File: src/rtl/gf_pkg.sv
// Shared types and constants for the GF(2^M) pipelined ALU.
package gf_pkg;

    // Operation codes as seen on the op port
    typedef enum logic [1:0] {
        OP_ADD = 2'b00,
        OP_MUL = 2'b01,
        OP_DIV = 2'b10,
        OP_INV = 2'b11
    } gf_op_e;

    // Controller states: table build, then normal operation
    typedef enum logic {
        ST_INIT = 1'b0,
        ST_RUN  = 1'b1
    } gf_state_e;

    // Default field: GF(8) generated by x^3 + x + 1
    localparam int         GF_M_DEF         = 3;
    localparam logic [3:0] GF_PRIM_POLY_DEF = 4'b1011;

endpackage

File: src/rtl/gf_log_tables.sv
// Exponent/logarithm tables for GF(2^M), built at start-up by walking an
// LFSR under the primitive polynomial. One entry of each table is written
// per cycle while init_en is high; 'last' flags the final write.
module gf_log_tables
    import gf_pkg::*;
#(
    parameter int         M         = GF_M_DEF,
    parameter logic [M:0] PRIM_POLY = (M+1)'(GF_PRIM_POLY_DEF)
) (
    input  logic         clk,
    input  logic         rst_n,
    input  logic         init_en,
    output logic         last,
    input  logic [M-1:0] exp_addr0,
    input  logic [M-1:0] exp_addr1,
    output logic [M-1:0] exp_data0,
    output logic [M-1:0] exp_data1,
    input  logic [M-1:0] log_addr,
    output logic [M-1:0] log_data
);

    localparam int N = (1 << M) - 1;

    // exp_tbl[k] = alpha^k (polynomial form); log_tbl[alpha^k] = k.
    // Both are sized 2^M: exp_tbl[N] and log_tbl[0] are never written and
    // never selected by the datapath.
    logic [M-1:0] exp_tbl [0:(1<<M)-1];
    logic [M-1:0] log_tbl [0:(1<<M)-1];

    logic [M-1:0] lfsr;
    logic [M-1:0] cnt;
    logic         done;
    logic         wr_en;

    // Multiply the current power of alpha by alpha, reducing by PRIM_POLY
    function automatic logic [M-1:0] lfsr_next(input logic [M-1:0] l);
        logic [M-1:0] shifted;
        shifted = {l[M-2:0], 1'b0};
        if (l[M-1]) begin
            shifted = shifted ^ PRIM_POLY[M-1:0];
        end
        return shifted;
    endfunction

    assign wr_en = init_en && !done;
    assign last  = wr_en && (cnt == M'(N-1));

    // Walk alpha^0 .. alpha^(N-1); reset re-seeds the walk at alpha^0
    always_ff @(posedge clk) begin
        if (!rst_n) begin
            lfsr <= M'(1);
            cnt  <= '0;
            done <= 1'b0;
        end else if (wr_en) begin
            lfsr <= lfsr_next(lfsr);
            cnt  <= cnt + M'(1);
            done <= last;
        end
    end

    // Table storage is pure data and is simply rewritten after each reset
    always_ff @(posedge clk) begin
        if (wr_en) begin
            exp_tbl[cnt]  <= lfsr;
            log_tbl[lfsr] <= cnt;
        end
    end

    assign exp_data0 = exp_tbl[exp_addr0];
    assign exp_data1 = exp_tbl[exp_addr1];
    assign log_data  = log_tbl[log_addr];

endmodule

File: src/rtl/gf_alu_pipe.sv
// Two-stage pipelined GF(2^M) ALU working on index-form symbols
// (0 = zero, k = alpha^(k-1)). Supports ADD/MUL always; DIV/INV only when
// the macro GF_ALU_DIV_EN is defined, otherwise ops 10/11 return out=0,
// err=1 with normal latency. Tables are rebuilt after every reset, during
// which in_ready is held low.
module gf_alu_pipe
    import gf_pkg::*;
#(
    parameter int         M         = GF_M_DEF,
    parameter logic [M:0] PRIM_POLY = (M+1)'(GF_PRIM_POLY_DEF)
) (
    input  logic         clk,
    input  logic         rst_n,
    input  logic [1:0]   op,
    input  logic [M-1:0] in0,
    input  logic [M-1:0] in1,
    input  logic         in_valid,
    output logic         in_ready,
    output logic [M-1:0] out,
    output logic         err,
    output logic         out_valid,
    input  logic         out_ready
);

    localparam int N = (1 << M) - 1;

    gf_state_e state_q;
    gf_state_e state_d;

    logic tbl_last;
    logic advance;
    logic accept;

    // Stage p0: registered request
    logic         vld_p0;
    gf_op_e       op_p0;
    logic [M-1:0] a_p0;
    logic [M-1:0] b_p0;

    // Combinational result computed from stage p0
    logic [M-1:0] res_p0;
    logic         res_err_p0;
    logic [M-1:0] exp_a_p0;
    logic [M-1:0] exp_b_p0;
    logic [M-1:0] sum_poly_p0;
    logic [M-1:0] log_sum_p0;

    // Stage p1: registered response
    logic         vld_p1;
    logic [M-1:0] out_p1;
    logic         err_p1;

    // ((a-1) + (b-1)) mod N + 1 for nonzero a, b
    function automatic logic [M-1:0] idx_mul(input logic [M-1:0] a,
                                             input logic [M-1:0] b);
        logic [M:0] s;
        s = {1'b0, a} + {1'b0, b} - (M+1)'(2);
        if (s >= (M+1)'(N)) begin
            s = s - (M+1)'(N);
        end
        return s[M-1:0] + M'(1);
    endfunction

`ifdef GF_ALU_DIV_EN
    // ((a-1) - (b-1)) mod N + 1 for nonzero a, b, wrapped non-negative
    function automatic logic [M-1:0] idx_div(input logic [M-1:0] a,
                                             input logic [M-1:0] b);
        logic signed [M+1:0] d;
        d = $signed({2'b00, a}) - $signed({2'b00, b});
        if (d < 0) begin
            d = d + $signed((M+2)'(N));
        end
        return d[M-1:0] + M'(1);
    endfunction

    // Index of the inverse of nonzero a; alpha^0 is its own inverse
    function automatic logic [M-1:0] idx_inv(input logic [M-1:0] a);
        logic [M:0] s;
        if (a == M'(1)) begin
            return M'(1);
        end
        s = (M+1)'(N) - {1'b0, a} + (M+1)'(2);
        return s[M-1:0];
    endfunction
`endif

    gf_log_tables #(
        .M         (M),
        .PRIM_POLY (PRIM_POLY)
    ) u_tables (
        .clk       (clk),
        .rst_n     (rst_n),
        .init_en   (state_q == ST_INIT),
        .last      (tbl_last),
        .exp_addr0 (a_p0 - M'(1)),
        .exp_addr1 (b_p0 - M'(1)),
        .exp_data0 (exp_a_p0),
        .exp_data1 (exp_b_p0),
        .log_addr  (sum_poly_p0),
        .log_data  (log_sum_p0)
    );

    assign advance     = !vld_p1 || out_ready;
    assign accept      = in_valid && in_ready;
    assign sum_poly_p0 = exp_a_p0 ^ exp_b_p0;

    // FSM state register
    always_ff @(posedge clk) begin
        if (!rst_n) begin
            state_q <= ST_INIT;
        end else begin
            state_q <= state_d;
        end
    end

    // FSM next state: leave INIT once the last table entry is written
    always_comb begin
        state_d = state_q;
        case (state_q)
            ST_INIT: if (tbl_last) state_d = ST_RUN;
            ST_RUN:  state_d = ST_RUN;
            default: state_d = ST_INIT;
        endcase
    end

    // FSM outputs: accept only in RUN and only when the pipe can move
    always_comb begin
        in_ready = 1'b0;
        if (state_q == ST_RUN) begin
            in_ready = advance;
        end
    end

    // ---- stage p0: capture request ----
    // Stage p0 valid
    always_ff @(posedge clk) begin
        if (!rst_n) begin
            vld_p0 <= 1'b0;
        end else if (advance) begin
            vld_p0 <= accept;
        end
    end

    // Stage p0 operands, latched only on an accepted request
    always_ff @(posedge clk) begin
        if (advance && accept) begin
            op_p0 <= gf_op_e'(op);
            a_p0  <= in0;
            b_p0  <= in1;
        end
    end

    // ---- stage p0 -> p1: field arithmetic ----
    // Evaluate the registered request
    always_comb begin
        res_p0     = '0;
        res_err_p0 = 1'b0;
        case (op_p0)
            OP_ADD: begin
                if (a_p0 == '0) begin
                    res_p0 = b_p0;
                end else if (b_p0 == '0) begin
                    res_p0 = a_p0;
                end else if (sum_poly_p0 != '0) begin
                    res_p0 = log_sum_p0 + M'(1);
                end
            end
            OP_MUL: begin
                if ((a_p0 != '0) && (b_p0 != '0)) begin
                    res_p0 = idx_mul(a_p0, b_p0);
                end
            end
`ifdef GF_ALU_DIV_EN
            OP_DIV: begin
                if (b_p0 == '0) begin
                    res_err_p0 = 1'b1;
                end else if (a_p0 != '0) begin
                    res_p0 = idx_div(a_p0, b_p0);
                end
            end
            OP_INV: begin
                if (a_p0 == '0) begin
                    res_err_p0 = 1'b1;
                end else begin
                    res_p0 = idx_inv(a_p0);
                end
            end
`else
            OP_DIV, OP_INV: begin
                res_err_p0 = 1'b1;
            end
`endif
            default: begin
                res_p0     = '0;
                res_err_p0 = 1'b0;
            end
        endcase
    end

    // ---- stage p1: registered response ----
    // Output register; holds while the consumer stalls
    always_ff @(posedge clk) begin
        if (!rst_n) begin
            vld_p1 <= 1'b0;
            out_p1 <= '0;
            err_p1 <= 1'b0;
        end else if (advance) begin
            vld_p1 <= vld_p0;
            if (vld_p0) begin
                out_p1 <= res_p0;
                err_p1 <= res_err_p0;
            end
        end
    end

    assign out_valid = vld_p1;
    assign out       = out_p1;
    assign err       = err_p1;

endmodule

File: config.mk
export PLATFORM = sky130hd
export DESIGN_NAME = gf_alu_pipe
export DESIGN_NICKNAME = d
export VERILOG_FILES = /design/src/rtl/gf_pkg.sv /design/src/rtl/gf_log_tables.sv /design/src/rtl/gf_alu_pipe.sv
export SDC_FILE = /design/constraint.sdc
export NUM_CORES = 1
export LEC_CHECK = 0
export BUFFER_PORTS_ARGS = -buffer_cell sky130_fd_sc_hd__buf_2
export CAP_MARGIN = 10
export CORE_UTILIZATION = 48
export CTS_CLUSTER_DIAMETER = 60
export DETAILED_ROUTE_END_ITERATION = 8
export GPL_TIMING_DRIVEN = 0
export HOLD_SLACK_MARGIN = 0.02
export PLACE_DENSITY = 0.65
export SYNTH_ARGS = -nofsm -noshare
export SYNTH_HDL_FRONTEND = slang
export SYNTH_SLANG_ARGS = --single-unit
File: constraint.sdc
create_clock -name clk -period 4.8 [get_ports clk]
set_input_delay 0.48 -clock clk [delete_from_list [all_inputs] [get_ports clk]]
set_output_delay 0.48 -clock clk [all_outputs]
set_load 0.03 [all_outputs]
==> run metrics, run 1 <==
status=finished, final reports clean; initial core utilization=0.500; syn avg cell area=15.0 um2; synthesized flop and latch total=70; Mapped Cells=226; Die Ht=86.1 um; Global Route Usage Sum=0.177; CTS tree=yes; row cnt=30; total wire length=5.84 mm; max incr delay on CP=about 560 ps; largest net degree at the start of global routing=17; sequential element share of the synthesized area=0.578; asr flop ratio synth=0; Detailed Place HPWL=between 4 and 5 mm; Worst EP arrival=4170 ps; post-CTS setup buffers=0; ant diodes=0; Req. time, crit path=5080 ps; worst slew pin tran=a little under 600 ps; Unique masters post-synth=42; nets@finish=280; Hold Crit Class=input pin to flop; Reg2Reg Depth=13; placed instance area=3600 um2; pwr/cell area=approximately 340 nW/um2; total CTS buffers=9; count leader, synth=edfxtp_1; PortBufs=17; slew margin rel.=0.604; via count=1904; final setup violation count=0; Die Span X=86.1 um; Yosys warning count=0; VDD IR max=0.000147 V; CTS Root Buffer Type=clkbuf_8; total iterations of the first detailed-routing run=4; synthesis-to-finish area growth=11.1%; delay-heaviest family, CP=multiplexers; Final Wtd Congestion=0.767; clock skew=just under 8 ps; post_cts resized=0; Post-synth EDFFs=56; grt ovf=0; share of the synthesized area in the top cell type=0.495; kind of end point of the critical path=flop; DR iter-0 viols=71; maximum clock frequency=258 MHz; Mapped Nets=around 250; Worst-path clk slew=70 ps; clock buffer depth=2; top_reg_cell synth=edfxtp_1; Synth area leader=edfxtp_1; first-pass GRT wire length=around 9.5 mm; Worst Path Buf+Inv=3; Critical Path Start=a_p0[0]$_DFFE_PP_; Worst Path Class, Setup=flop to flop; Synth top cells by count=edfxtp_1, nor2_1, nand2_1, dfxtp_1, ha_1; vias in the first global route=approximately 1900; clock sink count=70; RSZ-0062 raised after global routing=false; Synth area leaders=edfxtp_1, dfxtp_1, mux4_1, mux4_2, ha_1; stages on the worst setup path=13; Final Cycle Share=0.808; type of origin of the critical path=flop; setup tns final=0 ps; clock period minus worst slack=3880 ps; die area=7410 um2; r2r startpoint=a_p0[0]$_DFFE_PP_; Ports=18; Via density=5.36; Max Cap Viol=0; Clk Latency, worst-skew pair=360 ps; r2r setup slk=920 ps; post-route design area=3770 um2; CTS H-tree lvls=3; core area=6790 um2; Worst Path Max Fanout=8; Hold Buf Count CTS=0; slowest library cell on the worst path=mux4_2; number of antenna-violating nets in the routed design=0; max-slew violation count=0; crit-path cells=buf_4 -> inv_1 -> ha_1 -> mux4_2 -> mux2i_1 -> xor2_2 -> mux4_2 -> mux2_2 -> ha_1 -> inv_1 -> a211oi_1 -> o221ai_1 -> a31oi_1; share of cells above drive strength 1=0.201; Mapped Area=3390 um2; Hold Violations, Final=0; Critical Path End=out[1]$_SDFFE_PN0P_; initial antenna violation count=0; r2r endpoint=out[1]$_SDFFE_PN0P_; Wirelength per Cell=16.5 um; DRC viols=0; Lkg Pwr=1.42 nW
[how the worst min path moves through the flow]
stage | cells past startpoint | slack, ps | endpoint | start
after floorplan | 1 | 450 | out_valid$_SDFFE_PN0N_ | vld_p0$_SDFFE_PN0N_
after global placement | 1 | 480 | out_valid$_SDFFE_PN0N_ | vld_p0$_SDFFE_PN0N_
after detailed placement | 1 | 490 | out_valid$_SDFFE_PN0N_ | vld_p0$_SDFFE_PN0N_
after CTS | 1 | 290 | b_p0[1]$_DFFE_PP_ | in1[1]
after global routing | 1 | 300 | a_p0[0]$_DFFE_PP_ | in0[0]
final | 1 | 300 | a_p0[2]$_DFFE_PP_ | in0[2]
[where the power goes]
part | internal (mW) | switching, mW | leakage, nW
clock network | 0.188 | 0.234 | 0.0858
registers | 0.702 | 0.0317 | 0.635
logic | 0.0625 | 0.0648 | 0.695
total | 0.952 | 0.331 | 1.42
[kinds of logic (layout without fill, tap and decap cells)]
family	count (synthesis)	count (layout)	synth area share
flops	70	70	0.578
simple gates	54	54	0.0745
compound gates	30	30	0.0619
mux	29	29	0.171
buf+inv	18	51	0.0232
fa+ha+maj	14	14	0.0538
xor+xnor	11	11	0.0372
[through the flow]
stage          utilization  hold slack [ps]  std cells  total power, mW  worst slack (ps)
2_1_floorplan            -              454        226            0.835              1380
3_3_place_gp         0.530              479        339            0.874               910
3_5_place_dp         0.530              490        339            0.878               887
4_1_cts              0.555              290        355             1.30               858
5_1_grt              0.555              298        355             1.33               705
6_report             0.555              299        355             1.28               920
[layout make-up]
class / count / area (um2)
Inverter: 12 / 45.0
Clock buffer: 9 / 124
Clock inverter: 7 / 47.5
Fill cell: 546 / 3020
Timing Repair Buffer: 17 / 85.1
Buffer: 6 / 33.8
Sequential cell: 70 / 1960
Tap cell: 96 / 120
Multi-Input combinational cell: 138 / 1350
[metal layers]
metal	GRT usage	routed length, um	vias to the layer above
met3	0.0356	234	11
met2	0.297	2900	34
met5	0	0	-
li1	-	-	919
met1	0.214	2580	940
met4	0.103	127	0
[sequential cells by signal, summed over array words and instances, names as in the netlist]
name and cells:
a_p0 3, b_p0 3, err 1, op_p0 2, out 3, out_valid 1, state_q 1, u_tables.cnt 3
u_tables.done 1, u_tables.exp_tbl 24, u_tables.lfsr 3, u_tables.log_tbl 24, vld_p0 1
[worst reg2reg max path: stages (launching register included)]
cell and delay [ps]:
edfxtp_1 350, buf_4 200, inv_1 90, ha_1 450, mux4_2 350, mux2i_1 250, xor2_2 390, mux4_2 560
mux2_2 290, ha_1 280, inv_1 40, a211oi_1 220, o221ai_1 170, a31oi_1 170
[cell usage in the layout, fill, tap and decap left out, types with 2 or more instances in the layout]
cell type / n
o221ai_1: 2
o21ai_0: 8
clkinvlp_4: 2
inv_1: 12
clkinv_2: 3
buf_2: 17
edfxtp_1: 56
and2_1: 3
nand3_1: 2
mux4_2: 8
dfxtp_1: 14
clkbuf_1: 4
ha_1: 13
o211a_1: 2
o21a_1: 3
a211oi_1: 2
inv_6: 2
a21boi_0: 2
mux2_2: 3
clkbuf_8: 9
nor3_1: 4
xnor2_1: 5
nor2_1: 17
a21oi_1: 3
xor2_2: 3
mux2i_1: 6
mux4_1: 10
nor2b_1: 5
xor2_1: 2
nand2_1: 15
nand2b_1: 5
mux2i_4: 2
Power figures use the tool's default switching activity.
==> run 2, diff against run 1 <==
Settings changed: PLACE_DENSITY 0.65 to 0.68.
Clock period 4.8 ns to 3.2 ns, I/O delays scaled along.
==> run metrics, run 2 (same netlist as run 1, synthesis figures left out) <==
r2r startpoint=b_p0[0]$_DFFE_PP_; die area=7410 um2 (unchanged); CTS tree=yes; total CTS buffers=9 (unchanged); sequential power share=0.514 (-0.058); Final WS setup=-151 ps (-1070 ps); row cnt=30 (unchanged); Die Ht=86.1 um (unchanged); Worst EP arrival=3620 ps (-550 ps); Largest regs=u_tables.exp_tbl (24), u_tables.log_tbl (24); Reg2Reg Depth=13 (unchanged); Worst Path Max Fanout=6 (-2); synthesis-to-finish area growth=20.8%; nets@finish=292 (+4.3%); Ports=18 (unchanged); via count=1959 (+2.9%); CTS H-tree lvls=3 (unchanged); type of origin of the critical path=flop; first-pass GRT wire length=10.1 mm (+6.7%); max-slew violation count=0 (unchanged); ant diodes=0 (unchanged); Hold Crit Start=in1[0]; initial core utilization=0.500 (unchanged); worst slew pin tran=618 ps (+26.6 ps); sw power=0.519 mW (+57%); fillers=499 (-8.6%); Req. time, crit path=3470 ps (-1610 ps); most frequent cells in the layout=edfxtp_1, nor2_1, buf_2, nand2_1, dfxtp_1; Final Cycle Share=1.05 (+0.239); largest net degree at the start of global routing=17 (unchanged); slew margin rel.=0.587 (-0.0179); grt ovf=0 (unchanged); Clk Latency, worst-skew pair=350 ps (about the same); Comb power frac=0.113 (+0.014); Hold Crit Class=input pin to flop; clock period minus worst slack=3350 ps (-530 ps); Via density=5.34 (-0.48%); most common cell after layout, fill and taps aside=edfxtp_1; Hold Path Sink=b_p0[0]$_DFFE_PP_; pwr/cell area=523 nW/um2 (+54%); CTS Root Buffer Type=clkbuf_8; r2r endpoint=out[1]$_SDFFE_PN0P_; total wire length=6.26 mm (+7.0%); Critical Path Start=b_p0[0]$_DFFE_PP_; VDD IR max=0.000223 V (+52%); Worst-path clk slew=70 ps (about the same); slowest library cell on the worst path=mux4_2; Clk pwr share=0.374 (+0.045); RSZ-0062 raised after global routing=true; Wirelength per Cell=17.0 um (+3.5%); kind of end point of the critical path=flop; core area=6790 um2 (unchanged); vias in the first global route=1944 (+3.1%); Global Route Usage Sum=0.188 (+0.0104); clock buffer depth=2 (unchanged); PortBufs=17 (unchanged); Final Wtd Congestion=0.744 (-3.0%); Hold Path Cell Cnt=1 (unchanged); Max Cap Viol=0 (unchanged); max incr delay on CP=530 ps (-30 ps); DR iter-0 viols=126 (+77%); total power=2.15 mW (+67%); crit-path cells=buf_6 -> inv_6 -> ha_4 -> mux4_2 -> mux2i_4 -> xor2_4 -> mux4_2 -> mux2_4 -> ha_4 -> inv_2 -> a211oi_2 -> o221ai_1 -> a31oi_1; status=finished, violations left; share of cells above drive strength 1=0.306 (+0.106); r2r setup slk=-150 ps (-1070 ps); Min Hold Slack=148 ps (-150 ps); clock sink count=70 (unchanged); Hold Violations, Final=0 (unchanged); Lkg Pwr=1.50 nW (+6.0%); Switching Fraction=0.242 (-0.0157); maximum clock frequency=298 MHz (+16%); clock skew=7.21 ps (-0.513 ps); DRC viols=0 (unchanged); Worst Path Class, Setup=flop to flop; pre-CTS setup slack=-408 ps (-1290 ps); Die Span X=86.1 um (unchanged); final setup violation count=1 (+1); initial antenna violation count=0 (unchanged); total iterations of the first detailed-routing run=4 (unchanged); failing checks=setup timing; number of antenna-violating nets in the routed design=0 (unchanged); Detailed Place HPWL=4.28 mm (+0.62%); Pint=1.63 mW (+71%)
==> run 2: cell types whose count changed in the layout (fill, tap and decap cells not counted), moves of 5 or more <==
cell    delta
ha_4       +5
inv_1      -5
mux4_1     -5
mux4_2     +5
buf_4      +8
ha_1       -5
==> run 2: power groups by stage <==
stage          sequential (mW)  clock, mW  combinational (mW)
6_report                  1.10      0.801               0.242
5_1_grt                   1.11      0.851               0.268
4_1_cts                   1.10      0.817               0.235
3_5_place_dp              1.12          0               0.212
3_3_place_gp              1.12          0               0.206
2_1_floorplan             1.10          0               0.168
==> run 2: worst max-delay path by stage <==
stage | endpoint | slack, ps | cells past startpoint
final | out[1]$_SDFFE_PN0P_ | -150 | 13
after global routing | out[1]$_SDFFE_PN0P_ | -300 | 13
after CTS | out[1]$_SDFFE_PN0P_ | -140 | 13
after detailed placement | out[1]$_SDFFE_PN0P_ | -410 | 13
after global placement | out[1]$_SDFFE_PN0P_ | -360 | 13
after floorplan | out[1]$_SDFFE_PN0P_ | -20 | 13
==> run 2: what timing repair did <==
action / in CTS / in global routing
gates resized for setup: 13 / 3
setup buffers: 8 / 4
pin swaps: 3 / 2
setup endpoints to repair: 2 / 1
hold buffers: 0 / 0
==> run 2: through the flow <==
| step | instance area (um2) | utilization | instances | setup TNS [ps] |
|---|---|---|---|---|
| CTS | 4070 | 0.599 | 363 | -140 |
| floorplan | 3500 | - | 226 | -23.9 |
| finish | 4100 | 0.603 | 367 | -151 |
| global route | 4100 | 0.603 | 367 | -299 |
| detailed placement | 3710 | 0.546 | 339 | -503 |
| global placement | 3710 | 0.546 | 339 | -413 |
==> run 2: cell type report <==
class / count / area [um2] / area share
Clock inverter: 7 / 105 / 0.0256
Tap cell: 96 / 120 / 0.0293
Clock buffer: 9 / 124 / 0.0302
Sequential cell: 70 / 1960 / 0.478
Buffer: 6 / 37.5 / 0.00915
Timing Repair Buffer: 29 / 213 / 0.0519
Inverter: 12 / 55.1 / 0.0134
Multi-Input combinational cell: 138 / 1480 / 0.362
==> run 2: worst max-delay path, delay by kind of cell, from the launching register on <==
kind,cells,cell delay (ps)
adder cells (fa/ha/maj),2,570
XOR/XNOR,1,240
AO/OA/AOI/OAI,3,480
buffers and inverters,3,230
multiplexers,4,1390
flip-flops,1,370
==> run 2: per-layer routing <==
metal | share of wire | global-route usage | vias up | wire (um)
met2 | 0.50 | 0.308 | 37 | 3140
met1 | 0.45 | 0.237 | 973 | 2830
met3 | 0.033 | 0.0472 | 5 | 205
met4 | 0.013 | 0.0818 | 0 | 82
met5 | 0 | 0 | - | 0
li1 | - | - | 944 | -
